===== src/rtl/rf_wb_arbiter.sv =====
// Writeback arbiter: shares the single GPR write port between ALU (port 0) and LSU (port 1).
// Optional anti-starvation for port 0 is enabled by defining WB_ANTISTARVE_EN.
module rf_wb_arbiter #(
    parameter int STARVE_LIMIT = 4,
    parameter int CNT_W        = 3
) (
    input  logic        clk_i,
    input  logic        rst_ni,
    input  logic        flush_i,
    input  logic        wb0_valid_i,
    input  logic [4:0]  wb0_rd_i,
    input  logic [31:0] wb0_data_i,
    output logic        wb0_ready_o,
    input  logic        wb1_valid_i,
    input  logic [4:0]  wb1_rd_i,
    input  logic [31:0] wb1_data_i,
    output logic        wb1_ready_o,
    output logic [4:0]  rf_rd_o,
    output logic [31:0] rf_datord_o,
    output logic        rf_wren_o,
    output logic        inflight_o
);

    if (STARVE_LIMIT < 1 || STARVE_LIMIT >= (1 << CNT_W)) begin : g_cfg_check
        $error("rf_wb_arbiter: CNT_W too narrow for STARVE_LIMIT");
    end

    logic        grant0;
    logic        grant1;
    logic [4:0]  sel_rd;
    logic [31:0] sel_data;

    logic        wren_d, wren_q;
    logic [4:0]  rd_d, rd_q;
    logic [31:0] data_d, data_q;

`ifdef WB_ANTISTARVE_EN
    logic [CNT_W-1:0] cnt_d, cnt_q;
    logic             starved;

    assign starved = (cnt_q == CNT_W'(STARVE_LIMIT)) && wb0_valid_i;

    // A starved port 0 takes one grant ahead of port 1, then fixed priority resumes.
    always_comb begin
        wb1_ready_o = ~flush_i;
        wb0_ready_o = ~flush_i & ~wb1_valid_i;
        if (starved) begin
            wb0_ready_o = ~flush_i;
            wb1_ready_o = 1'b0;
        end
    end

    always_comb begin
        cnt_d = cnt_q;
        if (!wb0_valid_i || grant0) begin
            cnt_d = '0;
        end else if (!flush_i && (cnt_q != CNT_W'(STARVE_LIMIT))) begin
            cnt_d = cnt_q + 1'b1;
        end
    end

    always_ff @(posedge clk_i or negedge rst_ni) begin
        if (!rst_ni) begin
            cnt_q <= '0;
        end else begin
            cnt_q <= cnt_d;
        end
    end
`else
    always_comb begin
        wb1_ready_o = ~flush_i;
        wb0_ready_o = ~flush_i & ~wb1_valid_i;
    end
`endif

    assign grant0 = wb0_valid_i & wb0_ready_o;
    assign grant1 = wb1_valid_i & wb1_ready_o;

    // Grants are mutually exclusive, so port 1 selection only needs grant1.
    always_comb begin
        sel_rd   = grant1 ? wb1_rd_i   : wb0_rd_i;
        sel_data = grant1 ? wb1_data_i : wb0_data_i;
        wren_d   = (grant0 | grant1) && (sel_rd != 5'd0);
        rd_d     = rd_q;
        data_d   = data_q;
        if (wren_d) begin
            rd_d   = sel_rd;
            data_d = sel_data;
        end
    end

    always_ff @(posedge clk_i or negedge rst_ni) begin
        if (!rst_ni) begin
            wren_q <= 1'b0;
            rd_q   <= '0;
            data_q <= '0;
        end else begin
            wren_q <= wren_d;
            rd_q   <= rd_d;
            data_q <= data_d;
        end
    end

    assign rf_wren_o   = wren_q;
    assign rf_rd_o     = rd_q;
    assign rf_datord_o = data_q;
    assign inflight_o  = wren_q;

endmodule


===== config.mk =====
export PLATFORM = sky130hd
export DESIGN_NAME = rf_wb_arbiter
export DESIGN_NICKNAME = d
export VERILOG_FILES = /design/src/rtl/rf_wb_arbiter.sv
export SDC_FILE = /design/constraint.sdc
export NUM_CORES = 1
export LEC_CHECK = 0
export ABC_AREA = 1
export BUFFER_PORTS_ARGS = -buffer_cell sky130_fd_sc_hd__clkbuf_2
export CORE_MARGIN = 2
export CORE_UTILIZATION = 25
export CTS_CLUSTER_SIZE = 40
export DETAILED_ROUTE_END_ITERATION = 6
export PLACE_DENSITY = 0.6
export SYNTH_ARGS = -nofsm -noshare
export SYNTH_HDL_FRONTEND = slang
export SYNTH_SLANG_ARGS = --single-unit

===== constraint.sdc =====
create_clock -name clk_i -period 0.8 [get_ports clk_i]
set_input_delay 0.16 -clock clk_i [delete_from_list [all_inputs] [get_ports clk_i]]
set_output_delay 0.16 -clock clk_i [all_outputs]
set_load 0.005 [all_outputs]

==> results.json, run 1 <==
{
  "status": "complete, but fails checks",
  "violations": "negative setup slack",
  "n_antenna_cell": 0,
  "clockBufferDepth": 2,
  "drv_slew": 0,
  "rsz0062_at_grt": "true",
  "nNetsFinal": 563,
  "die_h_um": 97.43,
  "yosysSeqAreaShare_pct": 43.58,
  "final_common_cell": "nand2_1",
  "cts_num_sinks": 38,
  "finalCriticalPeriod_ns": 1.080,
  "critPathKind": "in -> reg",
  "r2r_start": "rf_datord_o[15]$_DFFE_PN0P_",
  "worstPathRequired_ns": 1.03,
  "fin_crit_sh_pct": 135.0,
  "layout_common_cells": "nand2_1 (148), clkbuf_2 (117), buf_4 (45)",
  "die_w_um": 97.43,
  "viasPerCell": 4.348,
  "cap_violations": 0,
  "routed_wl_um": 7215,
  "setup_viol": 77,
  "crit_top_cell": "nand2_1",
  "timing.hold.ws_ns": 0.1927,
  "finClkSkew_ns": 0,
  "tightest_slew_ns": 0.3508,
  "syn_inst": 312,
  "p_leak_nw": 2.272,
  "clockPowerShare_pct": 22.0,
  "drt-pass1-iter-count": 4,
  "fp.coreArea_sq_um": 8593,
  "ys_types": 23,
  "internal-power_mw": 3.927,
  "crit_fanout": 8,
  "path_cells": "buf_12 > buf_6 > nor2_4 > nand2_1 > nand2_1 > nand2_2 > o21bai_4 > buf_12 > clkbuf_16 > nand2_1 > nand2_1",
  "start_kind": "input pin",
  "max-vdd-ir-drop_v": 0.0005943,
  "cp.arrival_ns": 1.31,
  "grt-ovfl-total": 0,
  "gp_congestion": 0.7616,
  "tns_ns": -15.46,
  "cp_slowest_stage_delay_ns": 0.17,
  "ys_warn_count": 0,
  "critical_path.endpoint_type": "flip-flop",
  "grt_pass1_wl_um": 10640,
  "hold_class": "in -> reg",
  "p_sw_mw": 1.793,
  "place_ws_ns": -0.5938,
  "io_buffer_count": 119,
  "cp_slowest_cell": "clkbuf_16",
  "hold_violations": 0,
  "num_rows": 34,
  "dpl.hpwl_um": 4630,
  "crit_buf_inv": 4,
  "pwr-share-seq_pct": 41.0,
  "clock_latency_ns": 0.28,
  "tritoncts": "done",
  "clockRootBuffer": "clkbuf_8",
  "worstSetupStartpoint": "flush_i",
  "synth_nets": 391,
  "worst_path_dominant_cell_family": "buffers and inverters",
  "ant_nets": 0,
  "grt_use_total_pct": 13.41,
  "pwr-share-comb_pct": 37.0,
  "die_area_sq_um": 9492,
  "initial_core_util_pct": 25.39,
  "powerDensity_nw_per_um2": 1482,
  "drt-initial-drc-count": 65,
  "switching_share_pct": 31.35,
  "htreeDepth": 2,
  "slew_headroom_pct": 76.36,
  "cts_buffers": 5,
  "syn_avg_cell_area_sq_um": 6.994,
  "synth_area_sq_um": 2182,
  "finalWorstSetupSlack_ns": -0.2800,
  "syn_to_final_growth_pct": 76.83,
  "antenna_found_initial": 0,
  "io_pins": 120,
  "ys_seq_elements": 38,
  "drcViolationCount": 0,
  "grt_pass1_vias": 2349,
  "wl_per_cell_um": 12.19,
  "fillers": 874,
  "vias": 2574,
  "fmaxAchievable_ghz": 0.9260,
  "clkSlewWorstSetupHoldPaths_ns": 0.08,
  "layout-drive-gt1-share_pct": 54.75,
  "grt_max_degree": 39,
  "hp-start": "wb1_data_i[25]"
}
## power by group through the flow
stage                     sequential, mW  clock, mW  combinational, mW
after floorplan                     2.40          0              0.660
after global routing                2.38       1.40               2.34
after global placement              2.40          0               1.38
after CTS                           2.34       1.32               1.64
final                               2.35       1.26               2.11
after detailed placement            2.39          0               1.42
## final timing paths
kind | to | slack, ns | depth (start not counted)
worst max-delay path | rf_rd_o[4]$_DFFE_PN0P_ | -0.28 | 11
worst min-delay path | rf_datord_o[25]$_DFFE_PN0P_ | 0.19 | 5
worst max register to register | rf_datord_o[15]$_DFFE_PN0P_ | -0.04 | 4
min in group asynchronous | rf_datord_o[18]$_DFFE_PN0P_ | 0.38 | 3
worst min register to register | rf_datord_o[29]$_DFFE_PN0P_ | 0.49 | 2
max in group asynchronous | rf_datord_o[2]$_DFFE_PN0P_ | 0.22 | 3
## state kept, by name, indices dropped and copies added, names as in the netlist
signal	cells
inflight_o	1
rf_rd_o	5
rf_datord_o	32
## synth_stat cells (all sizes together)
| master | count | share of area [%] |
|---|---|---|
| o21ai | 3 | 0.69 |
| buf | 18 | 6.2 |
| clkbuf | 1 | 0.17 |
| inv | 13 | 2.4 |
| dfrtp | 38 | 44 |
| nand3b | 1 | 0.34 |
| nand3 | 41 | 10 |
| nand2 | 192 | 35 |
| o21bai | 1 | 0.52 |
| nor2 | 4 | 1.3 |
## kinds of logic after synthesis
family	synth area share [%]
compound gates	1.204
buf+inv	8.773
flops	43.58
simple gates	46.45
## metal layers
layer,GRT usage [%],wire [um],vias up
li1,-,-,1302
met5,0,0,-
met2,23.55,3589,83
met1,16.74,3222,1185
met3,2.950,372,4
met4,3.205,31,0
## metrics by stage
step                      instance area (sq um)  instances  total power, mW  util [%]
after global routing                       3859        592            6.110     44.90
after detailed placement                   3030        538            3.814     35.27
after floorplan                            2226        312            3.058         -
final                                      3859        592            5.720     44.90
after CTS                                  3277        564            5.300     38.13
after global placement                     3030        538            3.781     35.27
## layout make-up
| type | instances | area (sq um) | area share [%] |
|---|---|---|---|
| well taps | 108 | 135.1 | 3.502 |
| repair buffers | 183 | 1324 | 34.31 |
| inverters | 13 | 63.81 | 1.654 |
| clock inverters | 2 | 10.01 | 0.2594 |
| flip-flops and latches | 38 | 950.9 | 24.64 |
| multi-input cells | 243 | 1306 | 33.85 |
| clock buffers | 5 | 68.82 | 1.783 |
## what timing repair did
item                       4_1_cts  5_1_grt
resized for setup                5       67
setup buffers                   18       19
setup endpoints to repair       78       78
hold endpoints to repair        38        0
pin swaps                        1       22
hold buffers                     1        0
cloned                           0        9
## worst register-to-register path, delay by kind of cell, from the launching register on
| kind | cells | cell delay, ns |
|---|---|---|
| simple gates | 2 | 0.09 |
| buf+inv | 2 | 0.25 |
| flops | 1 | 0.40 |
Note: power is estimated with default switching activity, not from simulation.
==> run 2, diff against run 1 <==
==> constraint.sdc (replaced) <==
create_clock -name clk_i -period 1 [get_ports clk_i]
set_input_delay 0.2 -clock clk_i [delete_from_list [all_inputs] [get_ports clk_i]]
set_output_delay 0.2 -clock clk_i [all_outputs]
set_load 0.005 [all_outputs]
==> run 2 against run 1 <==
Compared with the run above:
- critical path type unchanged
- non-clock buffer count down 14
- sequential share of layout area up 2.4 points
- the run still ends with negative setup slack left
- sequential cell count unchanged
- clock power down 21%
- largest power group unchanged
- critical path depth down 1
- count of clock-buffer cells in the layout unchanged
- setup slack better by 0.23 ns
- largest cell class is now multi-input combinational cells
- combinational power down 32%
- power down 25%
- first-iteration DRC count down 9.2%
==> results.json, run 2 (synthesized netlist as in run 1, its figures left out) <==
{
  "status": "complete, but fails checks",
  "violations": "negative setup slack",
  "die_area_sq_um": 9492,
  "die_w_um": 97.43,
  "slew_headroom_pct": 76.15,
  "placed_area_sq_um": 3030,
  "finClkSkew_ns": 0,
  "drt-initial-drc-count": 59,
  "fmaxAchievable_ghz": 0.9549,
  "hold_violations": 0,
  "clockPowerShare_pct": 23.2,
  "grt_use_total_pct": 13.44,
  "syn_to_final_growth_pct": 61.35,
  "seq_area_sq_um": 950.9,
  "final_area_sq_um": 3521,
  "p_leak_nw": 2.113,
  "tightest_slew_ns": 0.3540,
  "wl_per_cell_um": 11.54,
  "start_kind": "input pin",
  "regToRegSetupSlack_ns": 0.16,
  "n_antenna_cell": 0,
  "num_rows": 34,
  "fin_crit_sh_pct": 104.7,
  "routed_wl_um": 6668,
  "grt_pass1_vias": 2343,
  "drt-pass1-iter-count": 4,
  "clockRootBuffer": "clkbuf_8",
  "clockBufferDepth": 2,
  "multiInputGateArea_sq_um": 1169,
  "nNetsFinal": 549,
  "powerDensity_nw_per_um2": 1221,
  "final_common_cell": "nand2_1",
  "ant_nets": 0,
  "dpl.hpwl_um": 4630,
  "crit_fanout": 8,
  "largest_reg_flops": 32,
  "drcViolationCount": 0,
  "drv_slew": 0,
  "clkSlewWorstSetupHoldPaths_ns": 0.08,
  "fillers": 926,
  "gp_congestion": 0.7617,
  "htreeDepth": 2,
  "pwr-share-comb_pct": 33.3,
  "critical_path.endpoint_type": "flip-flop",
  "internal-power_mw": 2.984,
  "cts_buffers": 5,
  "hold_class": "in -> reg",
  "cp.arrival_ns": 1.22,
  "critPathKind": "in -> reg",
  "p_sw_mw": 1.315,
  "grt_max_degree": 39,
  "initial_core_util_pct": 25.39,
  "tritoncts": "done",
  "die_h_um": 97.43,
  "setup_viol": 32,
  "worstPathRequired_ns": 1.17,
  "antenna_found_initial": 0,
  "pwr-share-seq_pct": 43.5,
  "finalCriticalPeriod_ns": 1.047,
  "layout-drive-gt1-share_pct": 45.53,
  "timing.hold.ws_ns": 0.2347,
  "io_pins": 120,
  "cap_violations": 0,
  "max-vdd-ir-drop_v": 0.0004274,
  "viasPerCell": 4.273,
  "switching_share_pct": 30.59,
  "clock_latency_ns": 0.28,
  "layout_common_cells": "nand2_1 (172), clkbuf_2 (117), dfrtp_1 (38), buf_4 (38), nand3_1 (32)",
  "cts_num_sinks": 38,
  "grt_pass1_wl_um": 10680,
  "fp.coreArea_sq_um": 8593,
  "rsz0062_at_grt": "true",
  "io_buffer_count": 119,
  "vias": 2470,
  "grt-ovfl-total": 0,
  "finalWorstSetupSlack_ns": -0.04727
}
-- run 2: final cells by class --
cell class	count	share of cell area [%]
Sequential cell	38	27.01
Tap cell	108	3.838
Timing Repair Buffer	169	31.91
Multi-Input combinational cell	243	33.19
Clock inverter	2	0.2843
Inverter	13	1.812
Clock buffer	5	1.955
-- run 2: final timing paths --
path / start / end / depth (start not counted)
min: wb1_data_i[22] / rf_datord_o[22]$_DFFE_PN0P_ / 5
min reg2reg: rf_datord_o[7]$_DFFE_PN0P_ / rf_datord_o[7]$_DFFE_PN0P_ / 2
max reg2reg: rf_datord_o[15]$_DFFE_PN0P_ / rf_datord_o[15]$_DFFE_PN0P_ / 4
max: flush_i / rf_datord_o[1]$_DFFE_PN0P_ / 10
min in group asynchronous: rst_ni / rf_datord_o[18]$_DFFE_PN0P_ / 3
max in group asynchronous: rst_ni / rf_datord_o[7]$_DFFE_PN0P_ / 3
-- run 2: metal layers --
metal  wire (um)  GRT usage, %  up-vias
met2        3325         23.45       70
met4          53         2.778        0
met5           0             0        -
met1        2994         17.34     1120
met3         295         2.590        6
li1            -             -     1274
-- run 2: critical path: stages --
cell       delay, ns
buf_8           0.11
clkinv_8        0.06
nand2_8         0.09
nand2_2         0.08
nand2_2         0.08
nor2_4          0.10
nand3_4         0.16
clkbuf_16       0.21
nand3_1         0.06
nand2_1         0.06
-- run 2: power groups by stage --
stage | clock [mW] | combinational (mW) | sequential [mW]
after detailed placement | 0 | 1.13 | 1.91
final | 0.996 | 1.43 | 1.87
after CTS | 1.05 | 1.25 | 1.88
after global routing | 1.14 | 1.60 | 1.90
after floorplan | 0 | 0.528 | 1.92
after global placement | 0 | 1.11 | 1.92
-- run 2: per-stage QoR --
stage | std cells | total power, mW | utilization, % | setup slack, ns | TNS [ns]
after floorplan | 312 | 2.446 | - | -0.2257 | -7.631
after global placement | 538 | 3.025 | 35.27 | -0.3699 | -13.68
after detailed placement | 538 | 3.049 | 35.27 | -0.4170 | -15.37
after CTS | 557 | 4.179 | 37.55 | -0.02423 | -0.5327
after global routing | 578 | 4.640 | 40.97 | -0.09104 | -3.468
final | 578 | 4.299 | 40.97 | -0.04727 | -0.5284
-- run 2: timing repair --
| action | in CTS | in global routing |
|---|---|---|
| buffers inserted | 11 | 17 |
| hold buffers | 1 | 0 |
| pin swaps | 0 | 0 |
| gates cloned | 0 | 4 |
| endpoints found under the hold margin | 38 | 0 |
| gates resized for setup | 6 | 24 |
| endpoints found under the setup margin | 62 | 77 |
